### config.mk
export PLATFORM = sky130hd
export DESIGN_NAME = simproc_control_flat
export DESIGN_NICKNAME = d
export VERILOG_FILES = /design/src/rtl/simproc_pkg.sv /design/src/rtl/simproc_control_if.sv /design/src/rtl/simproc_decode.sv /design/src/rtl/simproc_control.sv /design/src/flat_wrapper.sv
export SDC_FILE = /design/constraint.sdc
export NUM_CORES = 1
export LEC_CHECK = 0
export BUFFER_PORTS_ARGS = -buffer_cell sky130_fd_sc_hd__buf_2
export CAP_MARGIN = 30
export CORE_MARGIN = 5
export CORE_UTILIZATION = 37
export CTS_BUF_LIST = sky130_fd_sc_hd__clkbuf_16
export DETAILED_ROUTE_END_ITERATION = 8
export GPL_TIMING_DRIVEN = 1
export PLACE_DENSITY_LB_ADDON = 0.25
export SETUP_SLACK_MARGIN = 0.02
export SYNTH_ARGS = -nofsm -noshare
export SYNTH_HDL_FRONTEND = slang
export SYNTH_SLANG_ARGS = --single-unit
### constraint.sdc
create_clock -name CLOCK_50 -period 1.3 [get_ports CLOCK_50]
set_clock_uncertainty 0.2 [all_clocks]
set_input_delay 0.26 -clock CLOCK_50 [delete_from_list [all_inputs] [get_ports CLOCK_50]]
set_output_delay 0.26 -clock CLOCK_50 [all_outputs]
set_load 0.03 [all_outputs]
### src/rtl/simproc_pkg.sv
// ------------------------------------------------------------------
// simproc_pkg : shared encodings for the simproc control/datapath/ALU
// rev 1.0
// ------------------------------------------------------------------
`default_nettype none

package simproc_pkg;

  typedef enum logic [3:0] {
    ST_FETCH  = 4'd0,
    ST_IRLD   = 4'd1,
    ST_DECODE = 4'd2,
    ST_MEMRD  = 4'd3,
    ST_MDRLD  = 4'd4,
    ST_LDWB   = 4'd5,
    ST_STORE  = 4'd6,
    ST_ALU    = 4'd7,
    ST_ALUWB  = 4'd8,
    ST_BRANCH = 4'd9,
    ST_HALT   = 4'd10
  } state_t;

  localparam logic [2:0] OP_ORI_MASK   = 3'b111;
  localparam logic [2:0] OP_SHIFT_MASK = 3'b011;
  localparam logic [3:0] OP_LOAD  = 4'b0000;
  localparam logic [3:0] OP_STORE = 4'b0010;
  localparam logic [3:0] OP_ADD   = 4'b0100;
  localparam logic [3:0] OP_SUB   = 4'b0110;
  localparam logic [3:0] OP_NAND  = 4'b1000;
  localparam logic [3:0] OP_BZ    = 4'b0101;
  localparam logic [3:0] OP_BNZ   = 4'b1001;
  localparam logic [3:0] OP_BPZ   = 4'b1101;
  localparam logic [3:0] OP_STOP  = 4'b0001;

  localparam logic [2:0] ALUOP_ADD  = 3'b000;
  localparam logic [2:0] ALUOP_SUB  = 3'b001;
  localparam logic [2:0] ALUOP_NAND = 3'b010;
  localparam logic [2:0] ALUOP_OR   = 3'b011;
  localparam logic [2:0] ALUOP_SHL  = 3'b100;
  localparam logic [2:0] ALUOP_SHR  = 3'b101;

  localparam logic [2:0] ALUB_REG   = 3'b000;
  localparam logic [2:0] ALUB_ONE   = 3'b001;
  localparam logic [2:0] ALUB_SEXT4 = 3'b010;
  localparam logic [2:0] ALUB_ZEXT5 = 3'b011;
  localparam logic [2:0] ALUB_ZEXT2 = 3'b100;

  typedef enum logic [1:0] {
    BR_Z  = 2'd0,
    BR_NZ = 2'd1,
    BR_PZ = 2'd2
  } br_t;

  typedef struct packed {
    logic load;
    logic store;
    logic alu;
    logic ori;
    logic shift;
    logic branch;
    logic stop;
    logic nop;
  } iclass_t;

endpackage

`default_nettype wire

### src/rtl/simproc_control_if.sv
// ------------------------------------------------------------------
// simproc_control_if : control-unit <-> datapath strobe bundle
// rev 1.0
// ------------------------------------------------------------------
`default_nettype none

interface simproc_control_if;
  logic [7:0] OpCode;
  logic       N;
  logic       Z;
  logic       PCwrite;
  logic       AddrSel;
  logic       MemRead;
  logic       MemWrite;
  logic       IRload;
  logic       MDRload;
  logic       RASel;
  logic       RFWrite;
  logic       RegIn;
  logic       ABLD;
  logic       ALU_A;
  logic [2:0] ALU_B;
  logic [2:0] ALUop;
  logic       FlagWrite;
  logic       ALUoutLD;
  logic       halted;
  logic [3:0] state;

  modport master (
    input  OpCode, N, Z,
    output PCwrite, AddrSel, MemRead, MemWrite, IRload, MDRload,
           RASel, RFWrite, RegIn, ABLD, ALU_A, ALU_B, ALUop,
           FlagWrite, ALUoutLD, halted, state
  );

  modport slave (
    output OpCode, N, Z,
    input  PCwrite, AddrSel, MemRead, MemWrite, IRload, MDRload,
           RASel, RFWrite, RegIn, ABLD, ALU_A, ALU_B, ALUop,
           FlagWrite, ALUoutLD, halted, state
  );
endinterface

`default_nettype wire

### src/rtl/simproc_decode.sv
// ------------------------------------------------------------------
// simproc_decode : OpCode -> one-hot class, ALU op and branch type
// rev 1.0
// ------------------------------------------------------------------
`default_nettype none

module simproc_decode
  import simproc_pkg::*;
(
  input  logic [3:0] opcode_i,
  output iclass_t    class_o,
  output logic [2:0] aluop_o,
  output br_t        br_o
);

  always_comb begin
    class_o = '0;
    aluop_o = ALUOP_ADD;
    br_o    = BR_Z;
    // ORI and SHIFT are matched on the low three bits first
    if (opcode_i[2:0] == OP_ORI_MASK) begin
      class_o.ori = 1'b1;
      aluop_o     = ALUOP_OR;
    end else if (opcode_i[2:0] == OP_SHIFT_MASK) begin
      class_o.shift = 1'b1;
      aluop_o       = opcode_i[3] ? ALUOP_SHR : ALUOP_SHL;
    end else begin
      case (opcode_i)
        OP_LOAD:  class_o.load  = 1'b1;
        OP_STORE: class_o.store = 1'b1;
        OP_ADD:   class_o.alu   = 1'b1;
        OP_SUB: begin
          class_o.alu = 1'b1;
          aluop_o     = ALUOP_SUB;
        end
        OP_NAND: begin
          class_o.alu = 1'b1;
          aluop_o     = ALUOP_NAND;
        end
        OP_BZ:    class_o.branch = 1'b1;
        OP_BNZ: begin
          class_o.branch = 1'b1;
          br_o           = BR_NZ;
        end
        OP_BPZ: begin
          class_o.branch = 1'b1;
          br_o           = BR_PZ;
        end
        OP_STOP:  class_o.stop = 1'b1;
        default:  class_o.nop  = 1'b1;
      endcase
    end
  end

endmodule

`default_nettype wire

### src/rtl/simproc_control.sv
// ------------------------------------------------------------------
// simproc_control : multicycle fetch/decode/execute/writeback FSM
// rev 1.0
// ------------------------------------------------------------------
`default_nettype none

module simproc_control
  import simproc_pkg::*;
(
  input  logic               CLOCK_50,
  input  logic               resetn,
  simproc_control_if.master  bus
);

  state_t     state_q;
  state_t     state_d;
  iclass_t    w_class;
  logic [2:0] w_aluop;
  br_t        w_br;
  logic       w_taken;

  simproc_decode u_decode (
    .opcode_i (bus.OpCode[3:0]),
    .class_o  (w_class),
    .aluop_o  (w_aluop),
    .br_o     (w_br)
  );

  always_ff @(posedge CLOCK_50) begin
    if (!resetn) state_q <= ST_FETCH;
    else         state_q <= state_d;
  end

  always_comb begin
    state_d = ST_FETCH;
    case (state_q)
      ST_FETCH:  state_d = ST_IRLD;
      ST_IRLD:   state_d = ST_DECODE;
      ST_DECODE: begin
        if (w_class.load)                                state_d = ST_MEMRD;
        else if (w_class.store)                          state_d = ST_STORE;
        else if (w_class.alu || w_class.ori || w_class.shift) state_d = ST_ALU;
        else if (w_class.branch)                         state_d = ST_BRANCH;
        else if (w_class.stop)                           state_d = ST_HALT;
        else if (w_class.nop)                            state_d = ST_FETCH;
      end
      ST_MEMRD:  state_d = ST_MDRLD;
      ST_MDRLD:  state_d = ST_LDWB;
      ST_ALU:    state_d = ST_ALUWB;
      ST_HALT:   state_d = ST_HALT;
      default:   state_d = ST_FETCH;
    endcase
  end

  always_comb begin
    case (w_br)
      BR_Z:    w_taken = bus.Z;
      BR_NZ:   w_taken = !bus.Z;
      BR_PZ:   w_taken = !bus.N;
      default: w_taken = 1'b0;
    endcase
  end

  // Everything is gated by resetn so an aborted instruction commits nothing
  always_comb begin
    bus.PCwrite   = 1'b0;
    bus.AddrSel   = 1'b0;
    bus.MemRead   = 1'b0;
    bus.MemWrite  = 1'b0;
    bus.IRload    = 1'b0;
    bus.MDRload   = 1'b0;
    bus.RASel     = 1'b0;
    bus.RFWrite   = 1'b0;
    bus.RegIn     = 1'b0;
    bus.ABLD      = 1'b0;
    bus.ALU_A     = 1'b0;
    bus.ALU_B     = ALUB_REG;
    bus.ALUop     = ALUOP_ADD;
    bus.FlagWrite = 1'b0;
    bus.ALUoutLD  = 1'b0;
    bus.halted    = 1'b0;
    bus.state     = 4'd0;
    if (resetn) begin
      bus.state = state_q;
      case (state_q)
        ST_FETCH: begin
          bus.AddrSel = 1'b1;
          bus.MemRead = 1'b1;
        end
        ST_IRLD: begin
          bus.AddrSel = 1'b1;
          bus.MemRead = 1'b1;
          bus.IRload  = 1'b1;
          bus.ALU_B   = ALUB_ONE;
          bus.PCwrite = 1'b1;
        end
        ST_DECODE: begin
          bus.ABLD  = 1'b1;
          bus.RASel = w_class.ori;
        end
        ST_MEMRD:  bus.MemRead = 1'b1;
        ST_MDRLD:  bus.MDRload = 1'b1;
        ST_LDWB: begin
          bus.RegIn   = 1'b1;
          bus.RFWrite = 1'b1;
        end
        ST_STORE:  bus.MemWrite = 1'b1;
        ST_ALU: begin
          bus.ALU_A     = 1'b1;
          bus.ALUoutLD  = 1'b1;
          bus.FlagWrite = 1'b1;
          bus.RASel     = w_class.ori;
          bus.ALU_B     = w_class.ori ? ALUB_ZEXT5 : ALUB_REG;
          bus.ALUop     = w_aluop;
        end
        ST_ALUWB: begin
          bus.RFWrite = 1'b1;
          bus.RASel   = w_class.ori;
        end
        ST_BRANCH: begin
          bus.ALU_B   = ALUB_SEXT4;
          bus.PCwrite = w_taken;
        end
        ST_HALT:   bus.halted = 1'b1;
        default: ;
      endcase
    end
  end

endmodule

`default_nettype wire

### src/flat_wrapper.sv
// flat-port wrapper written by rule: the top's interface ports become plain ports
module simproc_control_flat import simproc_pkg::*;
  (CLOCK_50, resetn, bus_OpCode, bus_N, bus_Z, bus_PCwrite, bus_AddrSel, bus_MemRead, bus_MemWrite, bus_IRload, bus_MDRload, bus_RASel, bus_RFWrite, bus_RegIn, bus_ABLD, bus_ALU_A, bus_ALU_B, bus_ALUop, bus_FlagWrite, bus_ALUoutLD, bus_halted, bus_state);
  simproc_control_if bus_i ();
  input  logic CLOCK_50;
  input  logic resetn;
  input wire logic [$bits(bus_i.OpCode)-1:0] bus_OpCode;
  input wire logic [$bits(bus_i.N)-1:0] bus_N;
  input wire logic [$bits(bus_i.Z)-1:0] bus_Z;
  output wire logic [$bits(bus_i.PCwrite)-1:0] bus_PCwrite;
  output wire logic [$bits(bus_i.AddrSel)-1:0] bus_AddrSel;
  output wire logic [$bits(bus_i.MemRead)-1:0] bus_MemRead;
  output wire logic [$bits(bus_i.MemWrite)-1:0] bus_MemWrite;
  output wire logic [$bits(bus_i.IRload)-1:0] bus_IRload;
  output wire logic [$bits(bus_i.MDRload)-1:0] bus_MDRload;
  output wire logic [$bits(bus_i.RASel)-1:0] bus_RASel;
  output wire logic [$bits(bus_i.RFWrite)-1:0] bus_RFWrite;
  output wire logic [$bits(bus_i.RegIn)-1:0] bus_RegIn;
  output wire logic [$bits(bus_i.ABLD)-1:0] bus_ABLD;
  output wire logic [$bits(bus_i.ALU_A)-1:0] bus_ALU_A;
  output wire logic [$bits(bus_i.ALU_B)-1:0] bus_ALU_B;
  output wire logic [$bits(bus_i.ALUop)-1:0] bus_ALUop;
  output wire logic [$bits(bus_i.FlagWrite)-1:0] bus_FlagWrite;
  output wire logic [$bits(bus_i.ALUoutLD)-1:0] bus_ALUoutLD;
  output wire logic [$bits(bus_i.halted)-1:0] bus_halted;
  output wire logic [$bits(bus_i.state)-1:0] bus_state;
  assign bus_i.OpCode = bus_OpCode;
  assign bus_i.N = bus_N;
  assign bus_i.Z = bus_Z;
  assign bus_PCwrite = bus_i.PCwrite;
  assign bus_AddrSel = bus_i.AddrSel;
  assign bus_MemRead = bus_i.MemRead;
  assign bus_MemWrite = bus_i.MemWrite;
  assign bus_IRload = bus_i.IRload;
  assign bus_MDRload = bus_i.MDRload;
  assign bus_RASel = bus_i.RASel;
  assign bus_RFWrite = bus_i.RFWrite;
  assign bus_RegIn = bus_i.RegIn;
  assign bus_ABLD = bus_i.ABLD;
  assign bus_ALU_A = bus_i.ALU_A;
  assign bus_ALU_B = bus_i.ALU_B;
  assign bus_ALUop = bus_i.ALUop;
  assign bus_FlagWrite = bus_i.FlagWrite;
  assign bus_ALUoutLD = bus_i.ALUoutLD;
  assign bus_halted = bus_i.halted;
  assign bus_state = bus_i.state;
  simproc_control u_core (.CLOCK_50(CLOCK_50), .resetn(resetn), .bus(bus_i));
endmodule
== After elaboration in Yosys (flattened, before gate mapping) ==
Cells that the tools add are included.
Cells by class
  eq/ne operators: 22
  muxes and demuxes: 56
  reduce and logical (&&, ||, !) cells: 14
Operators by type and width (number)
  $mux W1: 32
  $eq A4 B3 Y1 const B: 7
  $mux W4: 7
  $pmux W4 S7: 1
  $eq A4 B4 Y1 const B: 6
  $mux W3: 8
  $eq A4 B2 Y1 const B: 3
  $reduce_or A3 Y1: 4
  $pmux W3 S3: 1
  $reduce_or A9 Y1: 1
  $eq A4 B1 Y1 const B: 2
  $logic_not A4 Y1: 2
  $pmux W2 S2: 2
  $mux W2: 3
  $reduce_or A2 Y1: 2
  $eq A3 B2 Y1 const B: 1
  $eq A3 B3 Y1 const B: 1
  $pmux W1 S3: 1
  $eq A2 B1 Y1 const B: 1
  $eq A2 B2 Y1 const B: 1
  $logic_not A1 Y1: 2
  $logic_not A2 Y1: 1
  $logic_or A1 B1 Y1: 2
  $pmux W1 S2: 1
Storage, ports and cells
  register bits after elaboration: 4
  input bits: 12
  output and inout port bits: 24
  logic and storage cells: 93

== Logic depth before layout (Yosys ltp) ==
Gate-level depths: netlist (run 1).
  word-level depth: 11
  depth in mapped cells: 5
  mapped depth without buffers: 3

== Cells and area by module ==
A second synthesis (run 1) with hierarchy kept.
Unflattened totals
  cells, all modules: 103
  area total of the unflattened synthesis: 733.2 um^2
By module, submodules not included
  simproc_control: instances 1, cells an instance 79, area an instance 563.0 um^2, seq. area each 80.1 um^2
  simproc_decode: instances 1, cells an instance 24, area an instance 170.2 um^2, seq. area each 0.0 um^2

== Least setup slack after synthesis (run 1) ==
Ideal clock, no wire load.
  kind: flip-flop to output port
  start point: reg u_core.state_q[2]
  end point: out bus_RegIn
  data arrival time: 1.839 ns
  data required time: 0.840 ns
  slack: -0.999 ns
  stages on the path, launching flop included: 5
  path buffers: 2
  cell sequence: dfxtp_1 -> buf_2 -> buf_2 -> nand2_1 -> nor4b_1
Between the ends
  word-level cells in the longest chain between the ends: 3
RTL lines
  start, declared: RTL line simproc_control.sv:15  | state_t state_q;
  start signal, assigned: RTL line simproc_control.sv:31  | else state_q <= state_d;
  $eq A4 B3 Y1: RTL line simproc_control.sv:85  | case (state_q)
  $mux W1: RTL line simproc_control.sv:85
  $mux W1: RTL line simproc_control.sv:83  | if (resetn) begin
  end, declared: RTL line flat_wrapper.sv:18  | output wire logic [$bits(bus_i.RegIn)-1:0] bus_RegIn;
No other way between the ends.

== Worst setup path after layout (run 1) ==
  start point: reg u_core.state_q[2]
  end point: out bus_IRload
Between the ends
  word-level cells in the longest chain between the ends: 3
RTL lines
  $eq A4 B1 Y1: RTL line simproc_control.sv:85
  $mux W1: RTL line simproc_control.sv:85
  $mux W1: RTL line simproc_control.sv:83
  end, declared: RTL line flat_wrapper.sv:14  | output wire logic [$bits(bus_i.IRload)-1:0] bus_IRload;
No other way between the ends.

==> results of run 1 <==
repair_timing:
item | 4_1_cts | 5_1_grt
endpoints found under the setup margin | 26 | 26
pin swaps | 7 | 5
setup buffers | 2 | 5
hold buffers | 0 | 0
gates resized for setup | 60 | 13
gates cloned | 0 | 0
how the worst max path moves through the flow:
stage | cells after the start | slack [ns] | endpoint | startpoint
detailed placement | 5 | -0.42 | bus_ALUop[0] | u_core.state_q[1]
finish | 3 | -0.56 | bus_IRload | u_core.state_q[2]
CTS | 5 | -0.49 | bus_ALUop[0] | u_core.state_q[1]
global route | 3 | -0.59 | bus_IRload | u_core.state_q[2]
global placement | 5 | -0.38 | bus_ALUop[0] | u_core.state_q[1]
floorplan | 4 | -0.42 | bus_ALUop[0] | u_core.state_q[2]
cell usage after synthesis, types with 3 or more instances:
| cell | instances | area, µm² |
|---|---|---|
| nor2_1 | 6 | 22.5 |
| nor2b_1 | 6 | 37.5 |
| nor3b_1 | 6 | 45.0 |
| a21oi_1 | 4 | 20.0 |
| buf_2 | 4 | 20.0 |
| dfxtp_1 | 4 | 80.1 |
| inv_1 | 4 | 15.0 |
| nand2_1 | 4 | 15.0 |
| nor3_1 | 4 | 20.0 |
| buf_4 | 3 | 22.5 |
| mux2i_1 | 3 | 30.0 |
| nand2b_1 | 3 | 18.8 |
per-stage QoR:
step	util [%]	instances	hold slack, ns	instance area, µm²	setup WS, ns
final	95.9	156	0.303	1450	-0.557
after global placement	70.2	145	0.439	1060	-0.382
after global routing	95.9	156	0.321	1450	-0.592
after floorplan	-	85	0.239	830	-0.417
after CTS	90.1	151	0.207	1360	-0.493
after detailed placement	70.2	145	0.425	1060	-0.418
layer usage:
| metal | vias up | wire, µm |
|---|---|---|
| met5 | - | 0 |
| met2 | 69 | 1860 |
| met4 | 0 | 116 |
| met3 | 13 | 324 |
| li1 | 411 | - |
| met1 | 464 | 1300 |
final cells by class:
cell class	count	area (µm²)	share of cell area, %
clock inverter	1	3.75	0.260
sequential	4	95.1	6.58
inverter	4	17.5	1.21
tap	16	20.0	1.39
multi-input combinational	66	692	47.9
clock buffer	3	75.1	5.19
timing repair buffer	62	542	37.5
cells by family (layout without fill, tap and decap cells):
logic type / after synthesis / count (layout) / share of synthesized area, %
flip-flops: 4 / 4 / 13.6
AO/OA/AOI/OAI: 17 / 17 / 21.2
XOR/XNOR: 1 / 1 / 1.48
multiplexers: 3 / 3 / 5.08
AND/OR/NAND/NOR: 44 / 44 / 44.5
other: 1 / 1 / 0.635
buffers and inverters: 15 / 70 / 13.6
critical path: cells and delay by family (launching register included):
family	cells	cell delay, ns
buf+inv	2	0.43
flops	1	0.37
simple gates	1	0.36
power by group:
group	leakage, nW	switching (mW)	total [mW]	internal, mW
sequential	0.0356	0.0291	0.162	0.133
clock	0.0423	0.116	0.516	0.400
combinational	0.560	0.285	0.532	0.247
==> reports/qor.yml, run 1 <==
outcome:
  run_status: "complete, but fails checks"
  violations: "setup timing"
pwr:
  p_leak_nw: 0.638
  power_density_nw_per_um2: 838
  power_mw: 1.21
  ir_worst_vdd_v: 0.000689
yosys:
  synth_nets: 97
  synth_cell_types: 36
  synth_edf_count: 0
  yosysSeqAreaShare_pct: 13.6
  synthesis.area_per_instance_um2: 6.95
  ys_warn_count: 0
  synthCells: 85
  synth_flop_cell: "dfxtp_1"
  async_flop_share_pct: 0
  synth.ff_latch_count: 4
  synth_area_um2: 591
final_layout:
  synthToLayoutAreaGrowth_pct: 145
  biggestRegsByFlops: "u_core.state_q x4"
  diodes: 0
  nFillCells: 33
  nNetsFinal: 153
  final_common_cell: "buf_4"
  most-common-layout-cells: "buf_4, buf_6, buf_2"
  top_register: "u_core.state_q"
  drive_gt1_share_pct: 75.0
  largest_register_ffs: 4
grt:
  antenna_found_initial: 0
  grt_start_max_net_pins: 11
  grt_overflow: 0
  use_met1_pct: 25.9
  grt_use_met2_pct: 41.3
  grt_use_met3_pct: 6.93
  grt_pass1_vias: 896
  grt.busiest_layer: "met2"
  grt_pass1_wl_um: 4470
  grt.total_usage_pct: 23.7
die:
  die_x_um: 50.0
  num_rows: 14
  dieArea_um2: 2500
  ios: 36
  die_height_um: 50.0
  initial_utilization_pct: 39.2
  coreArea_um2: 1510
setup_path:
  crit_path_cell_trace: "buf_4, nor4_2, buf_4"
  reg2reg_to: "u_core.state_q[1]"
  cp_data_arrival_time_ns: 1.40
  critPathMaxStageDelay_ns: 0.37
  critPathRequiredTime_ns: 0.84
  crit_type: "register to output pin"
  crit_slowest_cell: "dfxtp_4"
  rrSetupSlack_ns: -0.23
  worstPathMaxFanout: 10
  path_common_cell: "buf_4"
  endpoint_kind: "output pin"
  rr_worst_depth: 4
  worstReg2RegStart: "u_core.state_q[1]"
  critPathLaunchType: "register"
clocking:
  cts_root_buf: "clkbuf_16"
  cts_tree: "done"
  cts_buffer_depth: 2
  clock_latency_ns: 0.23
  path_clk_slew_ns: 0.03
  clkSinkCount: 4
  numCtsBuffers: 3
  cts_htree_levels: 1
timing:
  hold_viol: 0
  fin_crit_ns: 1.86
  setup_ws_ns: -0.557
  period_share_pct: 143
  final_max_slew_viol_count: 0
  max_freq_mhz: 538
  final-setup-viol-count: 27
  tns_ns: -10.25
  rsz0062_at_grt: "yes"
job:
  maxCapViolCount: 0
detailed_routing:
  wl_per_cell_um: 23.1
  postRouteAntennaNets: 0
  first_pass_iters: 4
  wl_um: 3600
  vias: 957
  drt_iter0_markers: 38
  viasPerCell: 6.13
  drc: 0
placement:
  hpwl_um: 1540
  io_buffer_count: 30
  place_congestion: 0.766
worst_hold_path:
  hp-class: "primary input to register"
  min_to: "u_core.state_q[2]"
  hold_depth: 4
  hp-start: "bus_OpCode[3]"
Power figures use the tool's default switching activity.
==> run 2: changes to the inputs <==
Settings changed: SKIP_CTS_REPAIR_TIMING set to 1.
==> run 2 against run 1 <==
Against the previous run:
- the run still ends with setup timing left
- count of clock-buffer cells in the layout unchanged
- final cell count rose by 0.64%
- first-iteration DRC count rose by 84%
- die area stayed put
- worst hold slack gained 0.026 ns
- sequential power barely moved
- via count rose by 7.8%
- cell area rose by 1.1%
- register-to-register slack worse by 0.06 ns
- critical path depth grew 1
- largest power group unchanged
==> reports/qor.yml, run 2 (synthesized netlist as in run 1, its figures left out) <==
outcome:
  run_status: "complete, but fails checks"  # unchanged
  violations: "setup timing"  # unchanged
clocking:
  clkSinkCount: 4  # unchanged
  path_clk_slew_ns: 0.03  # about the same
  cts_buffer_depth: 2  # unchanged
  clock_latency_ns: 0.23  # about the same
  cts_root_buf: "clkbuf_16"  # unchanged
  numCtsBuffers: 3  # unchanged
  cts_tree: "done"  # unchanged
  cts_htree_levels: 1  # unchanged
placement:
  hpwl_um: 1540  # unchanged
  place_ws_ns: -0.418  # unchanged
  io_buffer_count: 30  # unchanged
  place_congestion: 0.766  # unchanged
timing:
  rsz0062_at_grt: "yes"  # unchanged
  tns_ns: -11.48  # was -10.25 ns
  final_max_slew_viol_count: 0  # unchanged
  hold_viol: 0  # unchanged
  fin_crit_ns: 2.00  # was 1.86 ns
  final-setup-viol-count: 26  # was 27
  setup_ws_ns: -0.699  # was -0.557 ns
  period_share_pct: 154  # was 143%
  max_freq_mhz: 500  # was 538 MHz
setup_path:
  critPathLaunchType: "register"  # unchanged
  endpoint_kind: "output pin"  # unchanged
  crit_family: "simple AND/OR/NAND/NOR gates"  # was buffers and inverters
  crit_slowest_cell: "nor4b_1"  # was dfxtp_4
  critPathBufInv: 1  # was 2
  cp_data_arrival_time_ns: 1.54  # was 1.40 ns
  critPathMaxStageDelay_ns: 0.40  # was 0.37 ns
  crit_type: "register to output pin"  # unchanged
  worstPathMaxFanout: 7  # was 10
  critPathRequiredTime_ns: 0.84  # about the same
  crit_path_cell_trace: "nor4b_1, a21oi_1, nor3b_4, clkbuf_4"  # was buf_4, nor4_2, buf_4
final_layout:
  biggestRegsByFlops: "u_core.state_q x4"  # unchanged
  drive_gt1_share_pct: 73.8  # was 75.0%
  finish.utilization_pct: 97.0  # was 95.9%
  most-common-layout-cells: "buf_6, buf_4, buf_2"  # was buf_4, buf_6, buf_2
  synthToLayoutAreaGrowth_pct: 147  # was 145%
  largest_register_ffs: 4  # unchanged
  nNetsFinal: 154  # was 153
  final_common_cell: "buf_6"  # was buf_4
  diodes: 0  # unchanged
  top_register: "u_core.state_q"  # unchanged
die:
  die_height_um: 50.0  # unchanged
  ios: 36  # unchanged
  dieArea_um2: 2500  # unchanged
  initial_utilization_pct: 39.2  # unchanged
  die_x_um: 50.0  # unchanged
  num_rows: 14  # unchanged
  coreArea_um2: 1510  # unchanged
detailed_routing:
  wl_um: 3980  # was 3600 µm
  first_pass_iters: 4  # unchanged
  drc: 0  # unchanged
  vias: 1032  # was 957
  drt_iter0_markers: 70  # was 38
  postRouteAntennaNets: 0  # unchanged
  wl_per_cell_um: 25.3  # was 23.1 µm
  viasPerCell: 6.57  # was 6.13
pwr:
  p_leak_nw: 0.651  # was 0.638 nW
  power_density_nw_per_um2: 841  # was 838 nW/µm²
  ir_worst_vdd_v: 0.000863  # was 0.000689 V
  power_mw: 1.23  # was 1.21 mW
grt:
  grt_overflow: 0  # unchanged
  grt_start_max_net_pins: 11  # unchanged
  grt.total_usage_pct: 17.0  # was 23.7%
  grt_pass1_vias: 749  # was 896
  grt_pass1_wl_um: 3390  # was 4470 µm
  antenna_found_initial: 0  # unchanged
worst_hold_path:
  hp-class: "primary input to register"  # unchanged
job:
  maxCapViolCount: 0  # unchanged
## run 2: changes by cell type in the layout (fill, tap and decap cells not counted), sizes merged
cell / delta
clkbuf: +1
## run 2: final timing paths
| kind | startpoint | slack [ns] | depth (start not counted) | end |
|---|---|---|---|---|
| max reg2reg | u_core.state_q[3] | -0.29 | 5 | u_core.state_q[1] |
| min reg2reg | u_core.state_q[0] | 0.51 | 2 | u_core.state_q[0] |
| min | resetn | 0.33 | 3 | u_core.state_q[1] |
| max | u_core.state_q[2] | -0.70 | 4 | bus_RASel |
## run 2: through the flow
step | cells | hold slack [ns] | area (µm²)
after detailed placement | 145 | 0.425 | 1060
after global routing | 157 | 0.335 | 1460
after CTS | 149 | 0.213 | 1140
after floorplan | 85 | 0.239 | 830
final | 157 | 0.328 | 1460
after global placement | 145 | 0.439 | 1060
## run 2: cell type report
cell class              instances  area (µm²)
inverters                       4        15.0
well taps                      16        20.0
flip-flops and latches          4        95.1
clock buffers                   3        75.1
repair buffers                 63         569
multi-input cells              66         683
fillers                        27        45.0
clock inverters                 1        3.75
## run 2: routing by layer
metal | global-route usage, % | share of wire, %
met5 | 0 | 0
met4 | 3.93 | 5.7
met3 | 3.92 | 12
met2 | 30.3 | 51
met1 | 20.3 | 32
## run 2: tightest hold or removal path: stages
cell and delay, ns:
buf_2 0.18, or3b_1 0.19, o21bai_1 0.07
## run 2: power by group
part,switching [mW],internal (mW)
combinational,0.297,0.252
clock,0.117,0.400
sequential,0.0296,0.133
total,0.443,0.785
==> run 3: changes to the inputs <==
Settings changed: CTS_BUF_LIST sky130_fd_sc_hd__clkbuf_16 to unset.
==> run 3 against run 2 <==
Against the previous run:
- the run still ends with setup timing left
- count of clock-buffer cells in the layout rose by 1
- total power fell by 31%
- die area did not move
- worst setup slack improved by 0.052 ns
- flip-flop and latch count did not move
- cell area fell by 7.1%
- global-route usage did not move
- core utilization fell by 6.9 points
- worst hold slack got worse by 0.063 ns
- critical path depth did not move
- critical path type unchanged
- critical endpoint unchanged
- largest cell class unchanged
- largest power group unchanged
==> reports/qor.yml, run 3 (synthesized netlist as in run 1, its figures left out) <==
placement:
  hpwl_um: 1540  # unchanged
  place_congestion: 0.766  # unchanged
  io_buffer_count: 30  # unchanged
  place_ws_ns: -0.418  # unchanged
timing:
  rsz0062_at_grt: "yes"  # unchanged
  period_share_pct: 150  # was 154%
  tns_ns: -10.65  # was -11.48 ns
  fin_crit_ns: 1.95  # was 2.00 ns
  setup_ws_ns: -0.647  # was -0.699 ns
  final_max_slew_viol_count: 0  # unchanged
  max_freq_mhz: 514  # was 500 MHz
  holdWs_ns: 0.266  # was 0.328 ns
  hold_viol: 0  # unchanged
  final-setup-viol-count: 27  # was 26
detailed_routing:
  drt_iter0_markers: 31  # was 70
  postRouteAntennaNets: 0  # unchanged
  first_pass_iters: 4  # unchanged
  drc: 0  # unchanged
  vias: 880  # was 1032
  viasPerCell: 5.64  # was 6.57
  wl_um: 2960  # was 3980 µm
  wl_per_cell_um: 18.9  # was 25.3 µm
setup_path:
  worstReg2RegStart: "u_core.state_q[2]"  # was u_core.state_q[3]
  critPathRequiredTime_ns: 0.84  # about the same
  critPathLaunchType: "register"  # unchanged
  cp-startpoint: "u_core.state_q[2]"  # unchanged
  rr_worst_depth: 4  # was 5
  crit_type: "register to output pin"  # unchanged
  rrSetupSlack_ns: -0.29  # about the same
  cp_data_arrival_time_ns: 1.49  # was 1.54 ns
  reg2reg_to: "u_core.state_q[0]"  # was u_core.state_q[1]
  endpoint_kind: "output pin"  # unchanged
  worstPathMaxFanout: 9  # was 7
worst_hold_path:
  min_to: "u_core.state_q[2]"  # was u_core.state_q[1]
  hold_depth: 4  # was 3
  hp-class: "primary input to register"  # unchanged
  hp-start: "bus_OpCode[3]"  # was resetn
grt:
  grt_pass1_wl_um: 3370  # was 3390 µm
  grt.total_usage_pct: 17.0  # unchanged
  grt_start_max_net_pins: 11  # unchanged
  grt_overflow: 0  # unchanged
  antenna_found_initial: 0  # unchanged
  grt_pass1_vias: 738  # was 749
final_layout:
  most-common-layout-cells: "buf_4, buf_6, buf_2"  # was buf_6, buf_4, buf_2
  drive_gt1_share_pct: 71.4  # was 73.8%
  biggestRegsByFlops: "u_core.state_q x4"  # unchanged
  diodes: 0  # unchanged
  synthToLayoutAreaGrowth_pct: 130  # was 147%
  largest_register_ffs: 4  # unchanged
  nNetsFinal: 153  # was 154
  top_register: "u_core.state_q"  # unchanged
  final_common_cell: "buf_4"  # was buf_6
pwr:
  ir_worst_vdd_v: 0.000371  # was 0.000863 V
  p_leak_nw: 0.612  # was 0.651 nW
  power_density_nw_per_um2: 628  # was 841 nW/µm²
  power_mw: 0.852  # was 1.23 mW
clocking:
  path_clk_slew_ns: 0.04  # was 0.03 ns
  cts_htree_levels: 1  # unchanged
  cts_root_buf: "clkbuf_4"  # was clkbuf_16
  clkSinkCount: 4  # unchanged
  cts_tree: "done"  # unchanged
  numCtsBuffers: 3  # unchanged
  clock_latency_ns: 0.25  # was 0.23 ns
  cts_buffer_depth: 2  # unchanged
die:
  coreArea_um2: 1510  # unchanged
  ios: 36  # unchanged
  dieArea_um2: 2500  # unchanged
  num_rows: 14  # unchanged
  die_height_um: 50.0  # unchanged
  die_x_um: 50.0  # unchanged
  initial_utilization_pct: 39.2  # unchanged
outcome:
  violations: "setup timing"  # unchanged
  run_status: "complete, but fails checks"  # unchanged
job:
  maxCapViolCount: 0  # unchanged
-- run 3: how the worst max path moves through the flow --
stage | end | slack, ns | cells past startpoint
global route | bus_RASel | -0.73 | 4
CTS | bus_ALUop[0] | -0.70 | 5
floorplan | bus_ALUop[0] | -0.42 | 4
global placement | bus_ALUop[0] | -0.38 | 5
detailed placement | bus_ALUop[0] | -0.42 | 5
finish | bus_RASel | -0.65 | 4
-- run 3: per-stage QoR --
stage / std cells / cell area [µm²] / utilization [%]
floorplan: 85 / 830 / -
global placement: 145 / 1060 / 70.2
detailed placement: 145 / 1060 / 70.2
CTS: 149 / 1080 / 71.9
global route: 156 / 1360 / 90.1
finish: 156 / 1360 / 90.1
-- run 3: final cells by class --
type,count,area [µm²]
tap,16,20.0
inverter,4,17.5
multi-input combinational,66,656
sequential,4,95.1
fill,65,149
timing repair buffer,62,543
clock buffer,4,26.3
-- run 3: power breakdown --
part,leakage [nW],internal [mW],switching (mW)
sequential,0.0356,0.133,0.0265
clock,0.0150,0.117,0.0723
combinational,0.561,0.239,0.265
total,0.612,0.489,0.363
-- run 3: worst max-delay path, stage by stage (launching register included) --
cell      delay [ns]
dfxtp_4         0.37
nor4b_1         0.34
a21oi_1         0.14
nor3b_4         0.18
clkbuf_4        0.21
-- run 3: metal layers --
metal | GRT usage, % | vias up | routed length (µm)
met1 | 20.3 | 425 | 1120
met4 | 7.86 | 0 | 33
met2 | 28.4 | 42 | 1600
met3 | 3.92 | 4 | 196
li1 | - | 409 | -
met5 | 0 | - | 0
